## src/rtl/vram_arbiter_if.sv

```systemverilog
// Bus bundle between CPU decode, video fetcher, the VRAM arbiter and the RAM macro.
interface vram_arbiter_if #(
  parameter int unsigned AW = 13
) ();

  localparam int unsigned DW = 8;

  // CPU side
  logic          cpu_req;
  logic          cpu_we;
  logic [AW-1:0] cpu_addr;
  logic [DW-1:0] cpu_wdata;
  logic          cpu_ack;
  logic [DW-1:0] cpu_rdata;

  // Video fetch side
  logic          vid_req;
  logic [AW-1:0] vid_addr;
  logic          vid_ack;
  logic [DW-1:0] vid_rdata;

  // RAM side
  logic          ram_cs;
  logic          ram_we;
  logic [AW-1:0] ram_addr;
  logic [DW-1:0] ram_wdata;
  logic [DW-1:0] ram_rdata;

  // Arbiter view
  modport slave (
    input  cpu_req, cpu_we, cpu_addr, cpu_wdata,
    output cpu_ack, cpu_rdata,
    input  vid_req, vid_addr,
    output vid_ack, vid_rdata,
    output ram_cs, ram_we, ram_addr, ram_wdata,
    input  ram_rdata
  );

  // Requesters and RAM view
  modport master (
    output cpu_req, cpu_we, cpu_addr, cpu_wdata,
    input  cpu_ack, cpu_rdata,
    output vid_req, vid_addr,
    input  vid_ack, vid_rdata,
    input  ram_cs, ram_we, ram_addr, ram_wdata,
    output ram_rdata
  );

endinterface

```

## src/rtl/vram_arbiter.sv

```systemverilog
// Shares one single-port 8-bit VRAM between the CPU bus and the video fetcher.
// Video has fixed priority; a starvation counter forces a CPU grant after
// STARVE_LIM consecutive video wins while the CPU is waiting.
module vram_arbiter #(
  parameter int unsigned AW         = 13,
  parameter int unsigned STARVE_LIM = 2
) (
  input  logic           clk,
  input  logic           reset,
  vram_arbiter_if.slave  bus
);

  localparam int unsigned DW = 8;
  localparam int unsigned CW = 4;
  localparam logic [CW-1:0] STARVE_LIM_C = CW'(STARVE_LIM);

  typedef enum logic [1:0] {
    S_IDLE = 2'd0,
    S_ACC  = 2'd1,
    S_CAP  = 2'd2,
    S_DONE = 2'd3
  } state_e;

  typedef enum logic {
    OWN_VID = 1'b0,
    OWN_CPU = 1'b1
  } owner_e;

  state_e        state_q,     state_d;
  owner_e        owner_q,     owner_d;
  logic          wr_q,        wr_d;
  logic [CW-1:0] starve_q,    starve_d;
  logic          cpu_ack_q,   cpu_ack_d;
  logic          vid_ack_q,   vid_ack_d;
  logic [DW-1:0] cpu_rdata_q, cpu_rdata_d;
  logic [DW-1:0] vid_rdata_q, vid_rdata_d;
  logic          ram_cs_q,    ram_cs_d;
  logic          ram_we_q,    ram_we_d;
  logic [AW-1:0] ram_addr_q,  ram_addr_d;
  logic [DW-1:0] ram_wdata_q, ram_wdata_d;

  logic          cpu_forced_c;

  // CPU must win this grant because video has won STARVE_LIM times in a row
  assign cpu_forced_c = bus.cpu_req && (starve_q == STARVE_LIM_C);

  // Next-state and output computation for the access sequencer
  always_comb begin
    state_d     = state_q;
    owner_d     = owner_q;
    wr_d        = wr_q;
    starve_d    = starve_q;
    cpu_ack_d   = 1'b0;
    vid_ack_d   = 1'b0;
    cpu_rdata_d = cpu_rdata_q;
    vid_rdata_d = vid_rdata_q;
    ram_cs_d    = 1'b0;
    ram_we_d    = 1'b0;
    ram_addr_d  = ram_addr_q;
    ram_wdata_d = ram_wdata_q;

    unique case (state_q)
      S_IDLE: begin
        if (bus.vid_req && !cpu_forced_c) begin
          owner_d    = OWN_VID;
          wr_d       = 1'b0;
          state_d    = S_ACC;
          ram_cs_d   = 1'b1;
          ram_addr_d = bus.vid_addr;
          if (bus.cpu_req && (starve_q < STARVE_LIM_C)) begin
            starve_d = starve_q + CW'(1);
          end
        end else if (bus.cpu_req) begin
          owner_d     = OWN_CPU;
          wr_d        = bus.cpu_we;
          state_d     = S_ACC;
          ram_cs_d    = 1'b1;
          ram_we_d    = bus.cpu_we;
          ram_addr_d  = bus.cpu_addr;
          ram_wdata_d = bus.cpu_wdata;
          starve_d    = '0;
        end
      end
      // RAM samples the command at the end of this cycle
      S_ACC: begin
        state_d = S_CAP;
      end
      // Read data is valid now; capture it and strobe the owner's ack
      S_CAP: begin
        state_d = S_DONE;
        if (owner_q == OWN_CPU) begin
          cpu_ack_d = 1'b1;
          if (!wr_q) begin
            cpu_rdata_d = bus.ram_rdata;
          end
        end else begin
          vid_ack_d   = 1'b1;
          vid_rdata_d = bus.ram_rdata;
        end
      end
      // Ack is high for this cycle; requester drops req before IDLE samples
      S_DONE: begin
        state_d = S_IDLE;
      end
      default: begin
        state_d = S_IDLE;
      end
    endcase
  end

  // State and output registers with synchronous active-low reset
  always_ff @(posedge clk) begin
    if (!reset) begin
      state_q     <= S_IDLE;
      owner_q     <= OWN_VID;
      wr_q        <= 1'b0;
      starve_q    <= '0;
      cpu_ack_q   <= 1'b0;
      vid_ack_q   <= 1'b0;
      cpu_rdata_q <= '0;
      vid_rdata_q <= '0;
      ram_cs_q    <= 1'b0;
      ram_we_q    <= 1'b0;
      ram_addr_q  <= '0;
      ram_wdata_q <= '0;
    end else begin
      state_q     <= state_d;
      owner_q     <= owner_d;
      wr_q        <= wr_d;
      starve_q    <= starve_d;
      cpu_ack_q   <= cpu_ack_d;
      vid_ack_q   <= vid_ack_d;
      cpu_rdata_q <= cpu_rdata_d;
      vid_rdata_q <= vid_rdata_d;
      ram_cs_q    <= ram_cs_d;
      ram_we_q    <= ram_we_d;
      ram_addr_q  <= ram_addr_d;
      ram_wdata_q <= ram_wdata_d;
    end
  end

  assign bus.cpu_ack   = cpu_ack_q;
  assign bus.cpu_rdata = cpu_rdata_q;
  assign bus.vid_ack   = vid_ack_q;
  assign bus.vid_rdata = vid_rdata_q;
  assign bus.ram_cs    = ram_cs_q;
  assign bus.ram_we    = ram_we_q;
  assign bus.ram_addr  = ram_addr_q;
  assign bus.ram_wdata = ram_wdata_q;

endmodule

```

## src/flat_wrapper.sv

```systemverilog
// flat-port wrapper written by rule: the top's interface ports become plain ports
module vram_arbiter_flat 
#(
  parameter int unsigned AW         = 13,
  parameter int unsigned STARVE_LIM = 2
)
  (clk, reset, bus_cpu_req, bus_cpu_we, bus_cpu_addr, bus_cpu_wdata, bus_cpu_ack, bus_cpu_rdata, bus_vid_req, bus_vid_addr, bus_vid_ack, bus_vid_rdata, bus_ram_cs, bus_ram_we, bus_ram_addr, bus_ram_wdata, bus_ram_rdata);
  vram_arbiter_if #(.AW(AW)) bus_i ();
  input  logic clk;
  input  logic reset;
  input wire logic [$bits(bus_i.cpu_req)-1:0] bus_cpu_req;
  input wire logic [$bits(bus_i.cpu_we)-1:0] bus_cpu_we;
  input wire logic [$bits(bus_i.cpu_addr)-1:0] bus_cpu_addr;
  input wire logic [$bits(bus_i.cpu_wdata)-1:0] bus_cpu_wdata;
  output wire logic [$bits(bus_i.cpu_ack)-1:0] bus_cpu_ack;
  output wire logic [$bits(bus_i.cpu_rdata)-1:0] bus_cpu_rdata;
  input wire logic [$bits(bus_i.vid_req)-1:0] bus_vid_req;
  input wire logic [$bits(bus_i.vid_addr)-1:0] bus_vid_addr;
  output wire logic [$bits(bus_i.vid_ack)-1:0] bus_vid_ack;
  output wire logic [$bits(bus_i.vid_rdata)-1:0] bus_vid_rdata;
  output wire logic [$bits(bus_i.ram_cs)-1:0] bus_ram_cs;
  output wire logic [$bits(bus_i.ram_we)-1:0] bus_ram_we;
  output wire logic [$bits(bus_i.ram_addr)-1:0] bus_ram_addr;
  output wire logic [$bits(bus_i.ram_wdata)-1:0] bus_ram_wdata;
  input wire logic [$bits(bus_i.ram_rdata)-1:0] bus_ram_rdata;
  assign bus_i.cpu_req = bus_cpu_req;
  assign bus_i.cpu_we = bus_cpu_we;
  assign bus_i.cpu_addr = bus_cpu_addr;
  assign bus_i.cpu_wdata = bus_cpu_wdata;
  assign bus_cpu_ack = bus_i.cpu_ack;
  assign bus_cpu_rdata = bus_i.cpu_rdata;
  assign bus_i.vid_req = bus_vid_req;
  assign bus_i.vid_addr = bus_vid_addr;
  assign bus_vid_ack = bus_i.vid_ack;
  assign bus_vid_rdata = bus_i.vid_rdata;
  assign bus_ram_cs = bus_i.ram_cs;
  assign bus_ram_we = bus_i.ram_we;
  assign bus_ram_addr = bus_i.ram_addr;
  assign bus_ram_wdata = bus_i.ram_wdata;
  assign bus_i.ram_rdata = bus_ram_rdata;
  vram_arbiter #(.AW(AW), .STARVE_LIM(STARVE_LIM)) u_core (.clk(clk), .reset(reset), .bus(bus_i));
endmodule
```

## config.mk

```make
export PLATFORM = sky130hd
export DESIGN_NAME = vram_arbiter_flat
export DESIGN_NICKNAME = d
export VERILOG_FILES = /design/src/rtl/vram_arbiter_if.sv /design/src/rtl/vram_arbiter.sv /design/src/flat_wrapper.sv
export SDC_FILE = /design/constraint.sdc
export NUM_CORES = 1
export LEC_CHECK = 0
export BUFFER_PORTS_ARGS = -buffer_cell sky130_fd_sc_hd__clkbuf_2
export CORE_MARGIN = 1
export CORE_UTILIZATION = 35
export CTS_BUF_LIST = sky130_fd_sc_hd__clkbuf_8 sky130_fd_sc_hd__clkbuf_16
export CTS_CLUSTER_SIZE = 10
export DETAILED_ROUTE_END_ITERATION = 12
export PLACE_DENSITY_LB_ADDON = 0.12
export SYNTH_ARGS = -nofsm -noshare
export SYNTH_HDL_FRONTEND = slang
export SYNTH_SLANG_ARGS = --single-unit
```

## constraint.sdc

```tcl
create_clock -name clk -period 1.4 [get_ports clk]
set_clock_uncertainty 0.05 [all_clocks]
set_input_delay 0.42 -clock clk [delete_from_list [all_inputs] [get_ports clk]]
set_output_delay 0.42 -clock clk [all_outputs]
set_load 0.02 [all_outputs]
```

==> results by group <==
Setup path
  • Nature of the critical path endpoint: flop
  • Crit Reg-Reg Startpoint: u_core.starve_q[0]
  • Largest fanout on the critical path: 15
  • Kind of cell adding the most delay to the critical path: simple AND/OR/NAND/NOR gates
  • Worst setup endpoint: u_core.bus.ram_wdata[3]
  • Reg-to-reg endpoint: u_core.bus.ram_wdata[3]
  • CP peak stage delay: 0.38 ns
  • Type of the worst setup path: reg2reg
  • Worst-case register-to-register setup slack: -0.12 ns
  • Number of logic stages on the critical path including buffering: 6
  • Count of cells along the worst register-to-register path: 6
  • Nature of the critical path startpoint: flop
  • Required time at the worst-slack endpoint: 1.59 ns
  • Cells along the critical path: inv_2 > ha_4 > or3b_4 > a21oi_4 > buf_12 > mux2i_1
  • Critical path's slowest cell: sky130_fd_sc_hd__or3b_4
  • Arrival time worst endpoint: 1.71 ns
  • CP Launch Point: u_core.starve_q[0]
  • Count of buffer and inverter cells on the critical path: 2

Power
  • Overall power consumption: 5.09 mW
  • Sequential cell fraction of total power: 35.6%
  • Switching component of the power: 1.83 mW
  • Combinational power share: 43.6%
  • Clock network fraction of design power: 20.8%
  • Largest voltage drop on the vdd net: 0.000725 V
  • Power density cells: 1650 nW/um^2
  • Internal power contribution: roughly 3.3 mW
  • Switching share of total power: 36.0%
  • Leakage power total: between 1 and 1.5 nW

GRT
  • Met3 Usage GRT: 3.66%
  • Most Used Layer, Global Route: met2
  • Antenna violations before repair: 0
  • GRT Overall Usage: 16.6%
  • Congestion Overflow GR: 0
  • Pin count of the biggest net entering global routing: 28
  • Via count of the first global-routing pass: 1836
  • GR met2 Demand/Resource: 26.7%
  • Met1 GRT Util: 21.0%
  • Global-route wire length before repair: between 8000 and 9000 um

Clock tree
  • CTS H-tree depth: 2
  • Clock root buffer master: sky130_fd_sc_hd__clkbuf_8
  • Worst-skew pair later-pin latency: 0.31 ns
  • Total clock sinks: approximately 50
  • Number of buffers inserted for hold repair after clock tree synthesis: 0
  • Clock-pin slew on the worst setup and hold paths: 0.09 ns
  • Maximum clock insertion buffer count: 2
  • CTS tree: yes
  • Total CTS buffers: 5

Yosys
  • Post-synthesis share of cell area spent on full adders, half adders and majority gates: between 2 and 3%
  • Number of flip-flops and latches in the synthesized netlist: 49
  • Cell types occupying the most area after synthesis: sky130_fd_sc_hd__dfxtp_1 (47%), sky130_fd_sc_hd__mux2i_1 (8.1%), sky130_fd_sc_hd__nand2_1 (6.4%)
  • Post-synthesis xor/xnor area fraction: 0%
  • Cell taking the most area after synthesis: sky130_fd_sc_hd__dfxtp_1
  • Nets in the synthesized netlist: 280
  • Count of different cell masters after synthesis: 33
  • Mapped Area: 2110 sq um
  • Mux contribution to synthesized area: 8.08%
  • Post-synthesis compound-gate area fraction: about a fifth
  • Number of cells produced by synthesis: between 200 and 250
  • Synthesized area per cell: 9.24 sq um
  • Share of the yosys chip area belonging to registers: about 47%
  • Largest family of logic cells by synthesized area: compound AO/OA/AOI/OAI gates
  • Simple-gate area share of the yosys netlist: 17.0%
  • Total number of yosys warnings: 0
  • Area fraction of the dominant cell type after synthesis: ~47%

Drt
  • Detailed-route via count: 1943
  • Final ANT Viol Nets: 0
  • Drt first-iter violations: 59
  • Via/cell ratio: 4.87
  • DRC errors left: 0
  • Sum of routed wire length over all layers: ~5100 um
  • Pre-antenna DRT Iters: 4
  • Average wire per cell in the routed design: 12.8 um

Hold path
  • HP Class: in2reg

Place
  • Placed Cells incl. Taps: 388
  • Final weighted congestion in routability-driven placement: between 0.7 and 0.8
  • Area post-placement: 2790 sq um
  • Final HPWL DP: approximately 3500 um
  • Count of input and output buffers: 87

Die
  • Core Rows: 27
  • Height of the die: 79.6 um
  • Die boundary width: roughly 80 um
  • Top-level port count: 88
  • Core Area: 5640 sq um
  • Starting utilization of the core area: approximately 37%
  • Total die area: 6330 sq um

STA
  • Worst slew pin tran: between 0.3 and 0.4 ns
  • Worst setup slack after layout: -0.122 ns
  • Final number of setup-violating endpoints: 15
  • Unrepaired setup endpoints after global routing: true
  • Min cycle time layout: 1.52 ns
  • Max Slew Vio Count: 0
  • Crit share post-route: 109%
  • Final hold violation count: 0
  • Post-Route Hold Slack: between 0.2 and 0.3 ns
  • Maximum clock frequency: roughly 660 MHz
  • Rel. slew slack: 73.7%

Layout
  • Post-route non-filler standard cell count: 399
  • Share of the core filled with cells: 54.8%
  • Area of all placed cells without fillers: 3090 sq um
  • Synthesis-to-layout area growth: 46.7%
  • Share of cells above drive strength 1: 50.5%
  • Layout Nets: 378
  • Leading cell type in the layout, fill and taps excluded: sky130_fd_sc_hd__clkbuf_2
  • Number of inserted diodes: 0
  • Highest-count cells in the layout ignoring fill and taps: sky130_fd_sc_hd__clkbuf_2 (87), sky130_fd_sc_hd__dfxtp_1 (46), sky130_fd_sc_hd__nand2_1 (36)

Outcome
  • Violations in the final reports: setup timing
  • Status: finished, violations left

Run
  • Count of maximum capacitance violations: 0
==> cell usage after synthesis, drive strengths merged <==
master / count
buf: 6
nor2b: 1
nand4bb: 1
inv: 4
nand3b: 1
nor3b: 1
a31oi: 1
a21oi: 9
nor3: 1
o21ai: 14
o21a: 2
and3: 3
a31o: 1
o32ai: 2
nand2b: 1
clkbuf: 12
nand4: 1
a211oi: 27
mux2i: 17
and2: 3
or3b: 2
and3b: 1
nand2: 36
ha: 5
dfxtp: 49
nor2: 27
==> flip-flops by register name, summed over array words and instances, names as in the netlist <==
name / count
u_core.bus.ram_addr: 13
u_core.bus.cpu_rdata: 8
u_core.bus.ram_wdata: 8
u_core.bus.vid_rdata: 8
u_core.starve_q: 4
u_core.state_q: 2
u_core.bus.cpu_ack: 1
u_core.bus.ram_cs: 1
u_core.bus.ram_we: 1
u_core.bus.vid_ack: 1
u_core.owner_q: 1
u_core.wr_q: 1
==> cell type report <==
type | count | area [sq um]
inverter | 4 | 15.0
clock inverter | 2 | 37.5
timing repair buffer | 109 | 713
fill | 535 | 2550
sequential | 49 | 985
multi-input combinational | 157 | 1170
clock buffer | 6 | 82.6
tap | 72 | 90.1
==> worst min path at each step <==
stage,depth (start not counted),startpoint,end
after floorplan,2,u_core.starve_q[0],u_core.starve_q[0]
after CTS,3,bus_ram_rdata[3],u_core.bus.vid_rdata[3]
after detailed placement,2,u_core.bus.ram_wdata[5],u_core.bus.ram_wdata[5]
after global placement,2,u_core.bus.ram_wdata[6],u_core.bus.ram_wdata[6]
final,3,bus_ram_rdata[3],u_core.bus.vid_rdata[3]
after global routing,3,bus_cpu_wdata[3],u_core.bus.ram_wdata[3]
==> tightest hold or removal path: cells and delay by family <==
kind | cells | cell delay [ns]
buffers and inverters | 1 | 0.09
AOI/OAI and AO/OA | 1 | 0.05
and+or+nand+nor | 1 | 0.05
==> per-layer routing <==
layer | share of wire (%) | wire length [um]
met5 | 0 | 0
met4 | 1.6 | 81
met3 | 4.5 | 228
met2 | 45 | 2320
met1 | 49 | 2490
==> through the flow <==
step / setup slack, ns / TNS [ns]
3_3_place_gp: -0.108 / -2.94
5_1_grt: -0.196 / -2.30
3_5_place_dp: -0.183 / -3.98
2_1_floorplan: -0.123 / -0.994
4_1_cts: -0.133 / -1.53
6_report: -0.122 / -1.40
==> power by group through the flow <==
| stage | Sequential [mW] | Clock [mW] | Combinational (mW) |
|---|---|---|---|
| after CTS | 1.80 | 1.10 | 1.98 |
| after global routing | 1.84 | 1.14 | 2.42 |
| after detailed placement | 1.83 | 0 | 1.88 |
| after global placement | 1.84 | 0 | 1.85 |
| final | 1.81 | 1.06 | 2.22 |
| after floorplan | 2.10 | 0 | 0.931 |
==> repair_timing <==
| item | 4_1_cts | 5_1_grt |
|---|---|---|
| gates cloned | 0 | 2 |
| buffers inserted | 0 | 1 |
| setup endpoints to repair | 38 | 39 |
| resized for setup | 13 | 19 |
| pin swaps | 0 | 2 |
==> logic make-up after synthesis <==
family | after synthesis
adders and majority gates | 5
buffers and inverters | 22
muxes | 17
and+or+nand+nor | 79
DFF | 49
AOI/OAI and AO/OA | 56
(Power assumes the default switching activity.)
